**config.mk**
```make
export PLATFORM = sky130hd
export DESIGN_NAME = pll_reset_sequencer
export DESIGN_NICKNAME = d
export VERILOG_FILES = /design/src/rtl/pll_reset_sequencer.sv
export SDC_FILE = /design/constraint.sdc
export NUM_CORES = 1
export LEC_CHECK = 0
export BUFFER_PORTS_ARGS = -buffer_cell sky130_fd_sc_hd__buf_2
export CAP_MARGIN = 20
export CELL_PAD_IN_SITES_DETAIL_PLACEMENT = 0
export CELL_PAD_IN_SITES_GLOBAL_PLACEMENT = 1
export CORE_ASPECT_RATIO = 0.5
export CORE_MARGIN = 4
export CORE_UTILIZATION = 30
export CTS_CLUSTER_DIAMETER = 120
export DETAILED_ROUTE_END_ITERATION = 16
export PLACE_DENSITY_LB_ADDON = 0.08
export SYNTH_ARGS = -nofsm -noshare
export SYNTH_HDL_FRONTEND = slang
export SYNTH_SLANG_ARGS = --single-unit
```
**constraint.sdc**
```tcl
create_clock -name clock_in -period 2.2 [get_ports clock_in]
set_input_delay 0.33 -clock clock_in [delete_from_list [all_inputs] [get_ports clock_in]]
set_output_delay 0.33 -clock clock_in [all_outputs]
set_load 0.01 [all_outputs]
```
**src/rtl/pll_reset_sequencer.sv**
```systemverilog
`default_nettype none
// ============================================================================
// Module      : pll_reset_sequencer
// Description : Derives the SoC system reset from the PLL lock flag, holding
//               reset until lock has been stable and counting lock losses.
// Revision    : 1.0 - initial release
// ============================================================================
module pll_reset_sequencer #(
    parameter int SYNC_STAGES   = 2,
    parameter int STABLE_CYCLES = 1024,
    parameter int HOLD_CYCLES   = 16
) (
    input  logic       clock_in,
    input  logic       reset,
    input  logic       locked,
    output logic       sys_reset,
    output logic       ready,
    output logic       lock_lost,
    output logic [7:0] loss_count,
    output logic [1:0] state
);

    localparam int c_cnt_max = (STABLE_CYCLES > HOLD_CYCLES) ? STABLE_CYCLES : HOLD_CYCLES;
    localparam int c_cnt_w   = $clog2(c_cnt_max);

    localparam logic [c_cnt_w-1:0] c_stable_last = c_cnt_w'(STABLE_CYCLES - 1);
    localparam logic [c_cnt_w-1:0] c_hold_last   = c_cnt_w'(HOLD_CYCLES - 1);

    localparam logic [1:0] S_WAIT_LOCK = 2'd0;
    localparam logic [1:0] S_STABILIZE = 2'd1;
    localparam logic [1:0] S_RUN       = 2'd2;
    localparam logic [1:0] S_FAULT     = 2'd3;

    logic [SYNC_STAGES-1:0] r_sync;
    logic                   w_lock_s;
    logic [1:0]             r_state;
    logic [1:0]             w_next_state;
    logic [c_cnt_w-1:0]     r_cnt;
    logic [c_cnt_w-1:0]     w_next_cnt;
    logic                   w_loss;
    logic                   r_sys_reset;
    logic                   r_ready;
    logic                   r_lock_lost;
    logic [7:0]             r_loss_count;

    assign w_lock_s = r_sync[SYNC_STAGES-1];

    always_comb begin
        w_next_state = r_state;
        w_next_cnt   = r_cnt;
        w_loss       = 1'b0;
        case (r_state)
            S_WAIT_LOCK: begin
                if (w_lock_s) begin
                    w_next_state = S_STABILIZE;
                    w_next_cnt   = '0;
                end
            end
            S_STABILIZE: begin
                // A single low cycle throws away the whole stability window.
                if (!w_lock_s) begin
                    w_next_state = S_WAIT_LOCK;
                    w_next_cnt   = '0;
                end else if (r_cnt == c_stable_last) begin
                    w_next_state = S_RUN;
                end else begin
                    w_next_cnt = r_cnt + 1'b1;
                end
            end
            S_RUN: begin
                if (!w_lock_s) begin
                    w_next_state = S_FAULT;
                    w_next_cnt   = '0;
                    w_loss       = 1'b1;
                end
            end
            S_FAULT: begin
                // Hold time is fixed; a returning lock does not cut it short.
                if (r_cnt == c_hold_last) begin
                    w_next_state = S_WAIT_LOCK;
                end else begin
                    w_next_cnt = r_cnt + 1'b1;
                end
            end
            default: begin
                w_next_state = S_WAIT_LOCK;
                w_next_cnt   = '0;
            end
        endcase
    end

    always_ff @(posedge clock_in) begin
        if (reset) begin
            r_sync       <= '0;
            r_state      <= S_WAIT_LOCK;
            r_cnt        <= '0;
            r_sys_reset  <= 1'b1;
            r_ready      <= 1'b0;
            r_lock_lost  <= 1'b0;
            r_loss_count <= 8'd0;
        end else begin
            r_sync      <= {r_sync[SYNC_STAGES-2:0], locked};
            r_state     <= w_next_state;
            r_cnt       <= w_next_cnt;
            // Outputs decode the next state so they move with the state register.
            r_sys_reset <= (w_next_state != S_RUN);
            r_ready     <= (w_next_state == S_RUN);
            r_lock_lost <= w_loss;
            if (w_loss && (r_loss_count != 8'hFF)) begin
                r_loss_count <= r_loss_count + 8'd1;
            end
        end
    end

    assign sys_reset  = r_sys_reset;
    assign ready      = r_ready;
    assign lock_lost  = r_lock_lost;
    assign loss_count = r_loss_count;
    assign state      = r_state;

endmodule
`default_nettype wire

```
==> flow_metrics.py, run 1 <==
metrics = {
    "timing": {
        "hold_viol_final": 0,
        "maxSlewHeadroom_pct": 70.59,
        "timing.fmax_mhz": 548.1,
        "min_period_ns": 1.824,
        "setup_tns_ns": 0,
        "finalSetupViolCount": 0,
        "post-route-period-util_pct": 82.93,
        "rsz0062_at_grt": "false",
        "worst_pin_slew_ns": 0.4365,
        "holdWs_ns": 0.2633,
        "slew_viol_final": 0,
        "clock_skew_ns": 0.007292,
    },
    "route": {
        "drc_errors": 0,
        "detail-route-antenna-nets": 0,
        "routed.top_layer": "met4",
        "routedWlPerCell_um": 12.82,
        "wirelength_mm": 2.717,
        "detail_route.iter0.violations": 19,
        "wl_met3_um": 107,
        "wl_met2_mm": 1.157,
        "viasPerCell": 4.948,
        "drtPass1Iterations": 4,
        "wl_met1_mm": 1.445,
        "vias": 1049,
    },
    "power": {
        "vdd_drop_max_uv": 242.2,
        "p_int_mw": 0.5929,
        "finalPower_mw": 0.7674,
        "power_frac_comb_pct": 3.5,
        "powerDensity_nw_per_um2": 532.4,
        "pwr-share-clk_pct": 37.0,
        "switching_share_pct": 22.73,
        "leakagePower_nw": 0.5301,
        "p_switching_mw": 0.1744,
        "sequentialPowerShare_pct": 59.6,
    },
    "finish": {
        "most-common-layout-cells": "25 x dfxtp_1, 15 x buf_2, 13 x nor2_1, 9 x inv_1",
        "final_common_cell": "dfxtp_1",
        "fin_nets": 164,
        "n_antenna_cell": 0,
        "area.growth.synth_to_final_pct": 16.25,
        "layout-drive-gt1-share_pct": 16.46,
        "nFillCells": 415,
        "stdcell_area_um2": 1441,
        "fin_cells": 212,
    },
    "logic_synthesis": {
        "synth_area_um2": 1240,
        "synth_area_per_cell_um2": 8.857,
        "synth-edff-count": 0,
        "ys_types": 45,
        "ys_ff_latch": 25,
        "syn-num-nets": 145,
        "yosysSeqAreaShare_pct": 40.36,
        "ys.flop_type": "dfxtp_1",
        "ys_warn_count": 0,
        "synthCells": 140,
        "async_flop_share_pct": 0,
    },
    "clock_tree": {
        "cts_hold_buf": 0,
        "clock_path_buffers": 2,
        "htreeDepth": 1,
        "clk-insertion-delay-late_ns": 0.27,
        "root_buffer": "clkbuf_8",
        "cts_tree": "yes",
        "path_clk_slew_ns": 0.10,
        "cts-buffers-inserted": 3,
        "postCtsSetupRepairBufs": 0,
        "clkSinkCount": 25,
        "cts_resized": 0,
    },
    "floorplan": {
        "fp.dieW_um": 98.92,
        "dieHeight_um": 53.46,
        "coreArea_um2": 3944,
        "start_util_pct": 31.44,
        "rows": 16,
        "die_area_um2": 5288,
        "pin_count": 16,
    },
    "outcome": {
        "status": "finished clean",
    },
    "grt": {
        "grt_overflow": 0,
        "grt_pass1_wl_mm": 4.712,
        "grt_max_degree": 24,
        "antenna_found_initial": 0,
        "globalRouteTotalUtil_pct": 11.26,
        "grt_pass1_vias": 1034,
    },
    "worst_setup_path": {
        "max_stage_delay_ns": 0.40,
        "cp_max_fo": 5,
        "cp_slowest_cell": "nor3_1",
        "crit_path_end_kind": "flop",
        "cp.required_ns": 2.36,
        "crit_family": "simple AND/OR/NAND/NOR gates",
        "cp.arrival_ns": 1.99,
        "start_kind": "flop",
        "critical_path_class": "reg2reg",
        "worst-path-buf-inv": 0,
        "path_cells": "ha_1 -> nand3_1 -> nor3_1 -> o22a_1 -> mux2_1",
    },
    "placement": {
        "dpl.hpwl_mm": 2.005,
        "placed_cells": 208,
        "gp_congestion": 0.7010,
        "numPortBuffers": 15,
        "dpl_cell_area_um2": 1393,
    },
    "run": {
        "maxCapViolCount": 0,
    },
    "hold_path": {
        "holdCritPathClass": "in2reg",
    },
}
[sequential cells by signal (all words and copies together), names as in the netlist]
signal and cells:
lock_lost 1, loss_count 8, r_cnt 10, r_sync 2, ready 1, state 2, sys_reset 1
[cell usage after synthesis (3+ instances only)]
cell / n / area share [%]
dfxtp_1: 25 / 40
nor2_1: 13 / 3.9
inv_1: 9 / 2.7
nand3_1: 6 / 2.4
nor3_1: 6 / 2.4
nand4_1: 5 / 2.5
xnor2_1: 5 / 3.5
nand2_1: 4 / 1.2
nand2b_1: 4 / 2.0
o32ai_1: 4 / 2.8
xor2_1: 4 / 2.8
a21oi_1: 3 / 1.2
and2_1: 3 / 1.5
and3_1: 3 / 1.5
clkbuf_1: 3 / 0.91
nor2b_1: 3 / 1.5
o211ai_1: 3 / 1.8
or4_1: 3 / 1.8
[metal layers]
metal / GRT usage, % / vias to the layer above
met1: 13.81 / 480
met3: 4.079 / 2
li1: - / 554
met4: 1.361 / 0
met5: 0 / -
met2: 19.67 / 13
[final timing paths]
path	endpoint	depth (start not counted)	slack [ns]	start
setup reg to reg	r_cnt[0]	5	0.38	r_cnt[0]
hold / removal	r_sync[0]	2	0.26	locked
hold reg to reg	r_sync[1]	1	0.46	r_sync[0]
setup / recovery	r_cnt[0]	5	0.38	r_cnt[0]
[power by group through the flow]
stage / clock [mW] / sequential (mW) / combinational (mW)
2_1_floorplan: 0 / 0.467 / 0.0178
3_3_place_gp: 0 / 0.468 / 0.0273
3_5_place_dp: 0 / 0.468 / 0.0266
4_1_cts: 0.297 / 0.457 / 0.0267
5_1_grt: 0.310 / 0.458 / 0.0293
6_report: 0.284 / 0.457 / 0.0265
[cells by family (layout without fill, tap and decap cells)]
family	after synthesis	in the layout	share of synthesized area [%]
compound gates	26	26	15.94
xor+xnor	9	9	6.357
fa+ha+maj	2	2	2.018
buf+inv	14	32	4.338
flops	25	25	40.36
mux	4	4	3.431
simple gates	60	60	27.55
[area by class of cell]
class                   instances  area, um2  share of cell area (%)
multi-input cells             101      685.7                   47.57
well taps                      54      67.56                   4.688
repair buffers                 19      105.1                   7.292
flip-flops and latches         25      500.5                   34.72
clock inverters                 1      7.507                  0.5208
inverters                       9      33.78                   2.344
clock buffers                   3      41.29                   2.865
[metrics by stage]
step / utilization [%] / setup WS [ns]
4_1_cts: 36.55 / 0.3421
2_1_floorplan: - / 0.4726
5_1_grt: 36.55 / 0.1600
3_3_place_gp: 35.31 / 0.4213
3_5_place_dp: 35.31 / 0.3640
6_report: 36.55 / 0.3756
(Power assumes the default switching activity.)
==> run 2, diff against run 1 <==
clock period = 1.6 ns   (was 2.2 ns; I/O delays follow)
==> run 2 against run 1 <==
Routed wire length rose by 11%. Sequential cell count did not move. Sequential power rose by 38%. Critical path depth shrank 2. Global-route usage increased by 0.69 points. Worst setup slack got worse by 0.32 ns. Sequential share of layout area is 3.9 points lower. Clock power rose by 36%. Total power up 37%. Non-clock buffer count grew 20. Combinational power up 48%. Hold slack lost 0.086 ns. Critical endpoint is now loss_count[6]. Largest cell class unchanged.
==> flow_metrics.py, run 2 (synthesis gave the netlist of run 1 again) <==
metrics = {
    "outcome": {
        "status": "finished clean",
    },
    "route": {
        "detail-route-antenna-nets": 0,
        "viasPerCell": 4.841,
        "vias": 1123,
        "wirelength_mm": 3.029,
        "drtPass1Iterations": 4,
        "drc_errors": 0,
        "detail_route.iter0.violations": 28,
        "routedWlPerCell_um": 13.06,
    },
    "clock_tree": {
        "cts-buffers-inserted": 3,
        "clock_path_buffers": 2,
        "clk-insertion-delay-late_ns": 0.27,
        "clkSinkCount": 25,
        "root_buffer": "clkbuf_8",
        "cts_tree": "yes",
        "path_clk_slew_ns": 0.09,
        "htreeDepth": 1,
        "cts_hold_buf": 0,
    },
    "finish": {
        "final_common_cell": "buf_4",
        "multi_input_area_um2": 744.5,
        "seq_area_um2": 510.5,
        "layout-drive-gt1-share_pct": 34.27,
        "area.growth.synth_to_final_pct": 33.70,
        "fin_cells": 232,
        "fin_nets": 184,
        "most-common-layout-cells": "24 x buf_4, 17 x dfxtp_1, 15 x buf_2, 13 x nor2_1, 9 x inv_1",
        "top_register": "r_cnt",
        "n_antenna_cell": 0,
        "nFillCells": 414,
        "largest_reg_flops": 10,
        "postLayoutCoreUtil_pct": 42.04,
    },
    "floorplan": {
        "dieHeight_um": 53.46,
        "pin_count": 16,
        "die_area_um2": 5288,
        "start_util_pct": 31.44,
        "rows": 16,
        "fp.dieW_um": 98.92,
        "coreArea_um2": 3944,
    },
    "power": {
        "leakagePower_nw": 0.6564,
        "vdd_drop_max_uv": 241.2,
        "powerDensity_nw_per_um2": 636.1,
        "finalPower_mw": 1.055,
    },
    "worst_setup_path": {
        "cp.arrival_ns": 1.75,
        "critical_path_class": "reg2reg",
        "path_cells": "or3b_1 -> or4_1 -> a21oi_1",
        "crit_family": "simple AND/OR/NAND/NOR gates",
        "cp.required_ns": 1.81,
        "worst-path-buf-inv": 0,
        "cp_slowest_cell": "or4_1",
        "crit_path_end_kind": "flop",
        "cp_max_fo": 9,
        "max_stage_delay_ns": 0.52,
        "start_kind": "flop",
    },
    "grt": {
        "grt_pass1_vias": 1048,
        "grt_pass1_wl_mm": 4.912,
        "antenna_found_initial": 0,
        "grt_overflow": 0,
        "globalRouteTotalUtil_pct": 11.95,
        "grt_max_degree": 20,
    },
    "timing": {
        "min_period_ns": 1.542,
        "finalSetupViolCount": 0,
        "slew_viol_final": 0,
        "post-route-period-util_pct": 96.35,
        "clock_skew_ns": 0.005820,
        "worst_pin_slew_ns": 0.3817,
        "maxSlewHeadroom_pct": 74.55,
        "timing.fmax_mhz": 648.7,
        "hold_viol_final": 0,
        "rsz0062_at_grt": "false",
    },
    "run": {
        "maxCapViolCount": 0,
    },
    "placement": {
        "numPortBuffers": 15,
        "placed_cells": 225,
        "dpl.hpwl_mm": 2.279,
        "gp_congestion": 0.7223,
    },
    "hold_path": {
        "holdCritPathClass": "in2reg",
    },
}
-- run 2: changes by cell type in the layout (fill, tap and decap cells not counted), moves of 2 or more --
cell,delta
dfxtp_1,-8
nor3_1,-2
buf_4,+20
dfxtp_2,+8
-- run 2: timing repair --
item / 4_1_cts / 5_1_grt
buffers inserted: 2 / 1
pin swaps: 2 / 2
gates resized for setup: 8 / 9
endpoints found under the setup margin: 8 / 5
-- run 2: worst paths after layout --
path / startpoint / end / slack [ns] / depth (start not counted)
worst max-delay path: state[0] / loss_count[6] / 0.06 / 3
worst min-delay path: locked / r_sync[0] / 0.18 / 2
worst max register to register: state[0] / loss_count[6] / 0.06 / 3
worst min register to register: r_sync[0] / r_sync[1] / 0.44 / 1
-- run 2: layer usage --
metal | global-route usage (%) | share of wire [%] | vias up
met5 | 0 | 0 | -
met4 | 2.041 | 0.33 | 0
met3 | 3.947 | 4.6 | 2
met2 | 19.78 | 44 | 13
met1 | 15.45 | 51 | 518
li1 | - | - | 590
-- run 2: layout make-up --
type	count	share of cell area [%]
timing repair buffer	39	15.40
multi-input combinational	101	44.91
clock buffer	3	2.491
clock inverter	1	0.3019
sequential	25	30.79
inverter	9	2.038
tap	54	4.075
-- run 2: worst reg2reg max path: stages, from the launching register on --
cell and delay [ns]:
dfxtp_2 0.37, or3b_1 0.45, or4_1 0.52, a21oi_1 0.15
-- run 2: where the power goes --
group	internal (mW)	switching, mW
logic	0.0157	0.0236
registers	0.625	0.00371
clock network	0.174	0.212
total	0.815	0.240
-- run 2: through the flow --
stage | setup slack [ns] | setup TNS (ns) | hold WS, ns | area [um2]
6_report | 0.05845 | 0 | 0.1769 | 1658
5_1_grt | 0.006603 | 0 | 0.1820 | 1658
4_1_cts | 0.01599 | 0 | 0.1717 | 1622
3_5_place_dp | -0.1907 | -1.076 | 0.4291 | 1525
3_3_place_gp | -0.1590 | -0.9028 | 0.4192 | 1525
2_1_floorplan | 0.001694 | 0 | 0.3682 | 1245
==> run 3, diff against run 2 <==
CAP_MARGIN = 10   (was 20)
PLACE_DENSITY = 0.68   (was not set)
PLACE_DENSITY_LB_ADDON = not set   (was 0.08)
==> run 3 against run 2 <==
Cell count fell by 3.4%. Non-clock buffer count fell by 8. Hold slack worse by 0.0039 ns. Final area fell by 3.3%. Largest power group unchanged. Highest routed layer unchanged.
==> flow_metrics.py, run 3 (synthesis gave the netlist of run 1 again) <==
metrics = {
    "outcome": {
        "status": "finished clean",
    },
    "timing": {
        "post-route-period-util_pct": 96.62,
        "timing.fmax_mhz": 646.9,
        "min_period_ns": 1.546,
        "slew_viol_final": 0,
        "rsz0062_at_grt": "true",
        "holdWs_ns": 0.1730,
        "finalSetupViolCount": 0,
        "hold_viol_final": 0,
        "clock_skew_ns": 0.003804,
        "maxSlewHeadroom_pct": 75.33,
        "worst_pin_slew_ns": 0.3701,
    },
    "grt": {
        "grt_max_degree": 19,
        "globalRouteTotalUtil_pct": 11.45,
        "antenna_found_initial": 0,
        "grt_overflow": 0,
        "grt_pass1_wl_mm": 4.857,
        "grt_pass1_vias": 1077,
    },
    "route": {
        "viasPerCell": 5.027,
        "drc_errors": 0,
        "detail_route.iter0.violations": 23,
        "drtPass1Iterations": 4,
        "routedWlPerCell_um": 12.48,
        "vias": 1126,
        "wirelength_mm": 2.795,
        "detail-route-antenna-nets": 0,
    },
    "power": {
        "leakagePower_nw": 0.6179,
        "finalPower_mw": 1.045,
        "vdd_drop_max_uv": 270.9,
        "powerDensity_nw_per_um2": 652.2,
    },
    "worst_setup_path": {
        "start_kind": "flop",
        "critical_path_class": "reg2reg",
        "cp_slowest_cell": "dfxtp_1",
        "r2r_cells": 5,
        "max_stage_delay_ns": 0.39,
        "cp.required_ns": 1.77,
        "reg2reg_from": "r_cnt[1]",
        "r2r_setup_slack_ns": 0.05,
        "path_cells": "ha_4 -> and3_1 -> and3_4 -> o22a_1 -> mux2_4",
        "crit_path_end_kind": "flop",
        "cp_max_fo": 3,
        "cp.arrival_ns": 1.71,
        "r2r-end": "r_cnt[0]",
    },
    "hold_path": {
        "whs_endpoint": "r_sync[0]",
        "hold_start": "locked",
        "holdCritPathClass": "in2reg",
        "hold_depth": 2,
    },
    "floorplan": {
        "fp.dieW_um": 98.92,
        "die_area_um2": 5288,
        "rows": 16,
        "dieHeight_um": 53.46,
        "coreArea_um2": 3944,
        "pin_count": 16,
        "start_util_pct": 31.44,
    },
    "clock_tree": {
        "cts-buffers-inserted": 3,
        "clock_path_buffers": 2,
        "clkSinkCount": 25,
        "postCtsSetupRepairBufs": 0,
        "path_clk_slew_ns": 0.09,
        "root_buffer": "clkbuf_8",
        "cts_tree": "yes",
        "htreeDepth": 1,
        "clk-insertion-delay-late_ns": 0.27,
    },
    "finish": {
        "fin_nets": 176,
        "final_common_cell": "dfxtp_1",
        "layout-drive-gt1-share_pct": 30.00,
        "nFillCells": 405,
        "stdcell_area_um2": 1603,
        "area.growth.synth_to_final_pct": 29.26,
        "postLayoutCoreUtil_pct": 40.64,
        "largest_reg_flops": 10,
        "most-common-layout-cells": "19 x dfxtp_1, 16 x buf_4, 15 x buf_2, 13 x nor2_1, 9 x inv_1",
        "top_register": "r_cnt",
        "n_antenna_cell": 0,
    },
    "placement": {
        "gp_congestion": 0.7856,
        "dpl.hpwl_mm": 2.093,
        "numPortBuffers": 15,
        "dpl_cell_area_um2": 1488,
    },
    "run": {
        "maxCapViolCount": 0,
    },
}
run 3: cell types whose count changed in the layout (fill, tap and decap cells not counted), moves of 2 or more:
cell     previous run  this run
dfxtp_4             0         3
dfxtp_2             8         3
buf_4              24        16
dfxtp_1            17        19
run 3: how the worst max path moves through the flow:
| stage | start | to | slack, ns | cells after the start |
|---|---|---|---|---|
| floorplan | state[0] | r_cnt[0] | 0.002 | 5 |
| global placement | r_cnt[0] | r_cnt[6] | -0.09 | 5 |
| detailed placement | r_cnt[0] | r_cnt[6] | -0.10 | 5 |
| CTS | r_cnt[4] | r_cnt[0] | 0.002 | 4 |
| global route | r_cnt[7] | r_cnt[1] | -0.01 | 5 |
| finish | r_cnt[1] | r_cnt[0] | 0.05 | 5 |
run 3: what timing repair did:
action	CTS	global route
pin swaps	1	4
endpoints found under the setup margin	9	11
resized for setup	7	12
hold endpoints to repair	0	0
hold buffers	0	0
run 3: stage by stage:
step                       TNS, ns  std cells  setup WS, ns
final                            0        224       0.05411
after global routing      -0.01941        224      -0.01435
after CTS                        0        224      0.002360
after detailed placement   -0.4905        220       -0.1035
after global placement     -0.4662        220      -0.09147
after floorplan                  0        140      0.001694
run 3: final cells by class:
class / count / area (um2) / share of cell area [%]
well taps: 54 / 67.56 / 4.215
flip-flops and latches: 25 / 515.5 / 32.16
inverters: 9 / 33.78 / 2.108
multi-input cells: 101 / 745.7 / 46.53
clock buffers: 4 / 45.04 / 2.810
repair buffers: 31 / 195.2 / 12.18
run 3: power breakdown:
part           switching (mW)  internal [mW]  leakage (nW)
registers             0.00408          0.620         0.206
clock network           0.202          0.178        0.0228
logic                  0.0237         0.0174         0.389
run 3: worst max-delay path, delay by kind of cell, from the launching register on:
kind	cells	cell delay (ns)
AOI/OAI and AO/OA	1	0.21
adders and majority gates	1	0.17
DFF	1	0.39
muxes	1	0.31
and+or+nand+nor	2	0.38
run 3: per-layer routing:
layer | part of all wire [%] | wire length [um] | global-route usage, %
met5 | 0 | 0 | 0
met3 | 3.5 | 98 | 3.158
met1 | 50 | 1407 | 13.83
met4 | 0.61 | 17 | 2.721
met2 | 46 | 1272 | 20.44
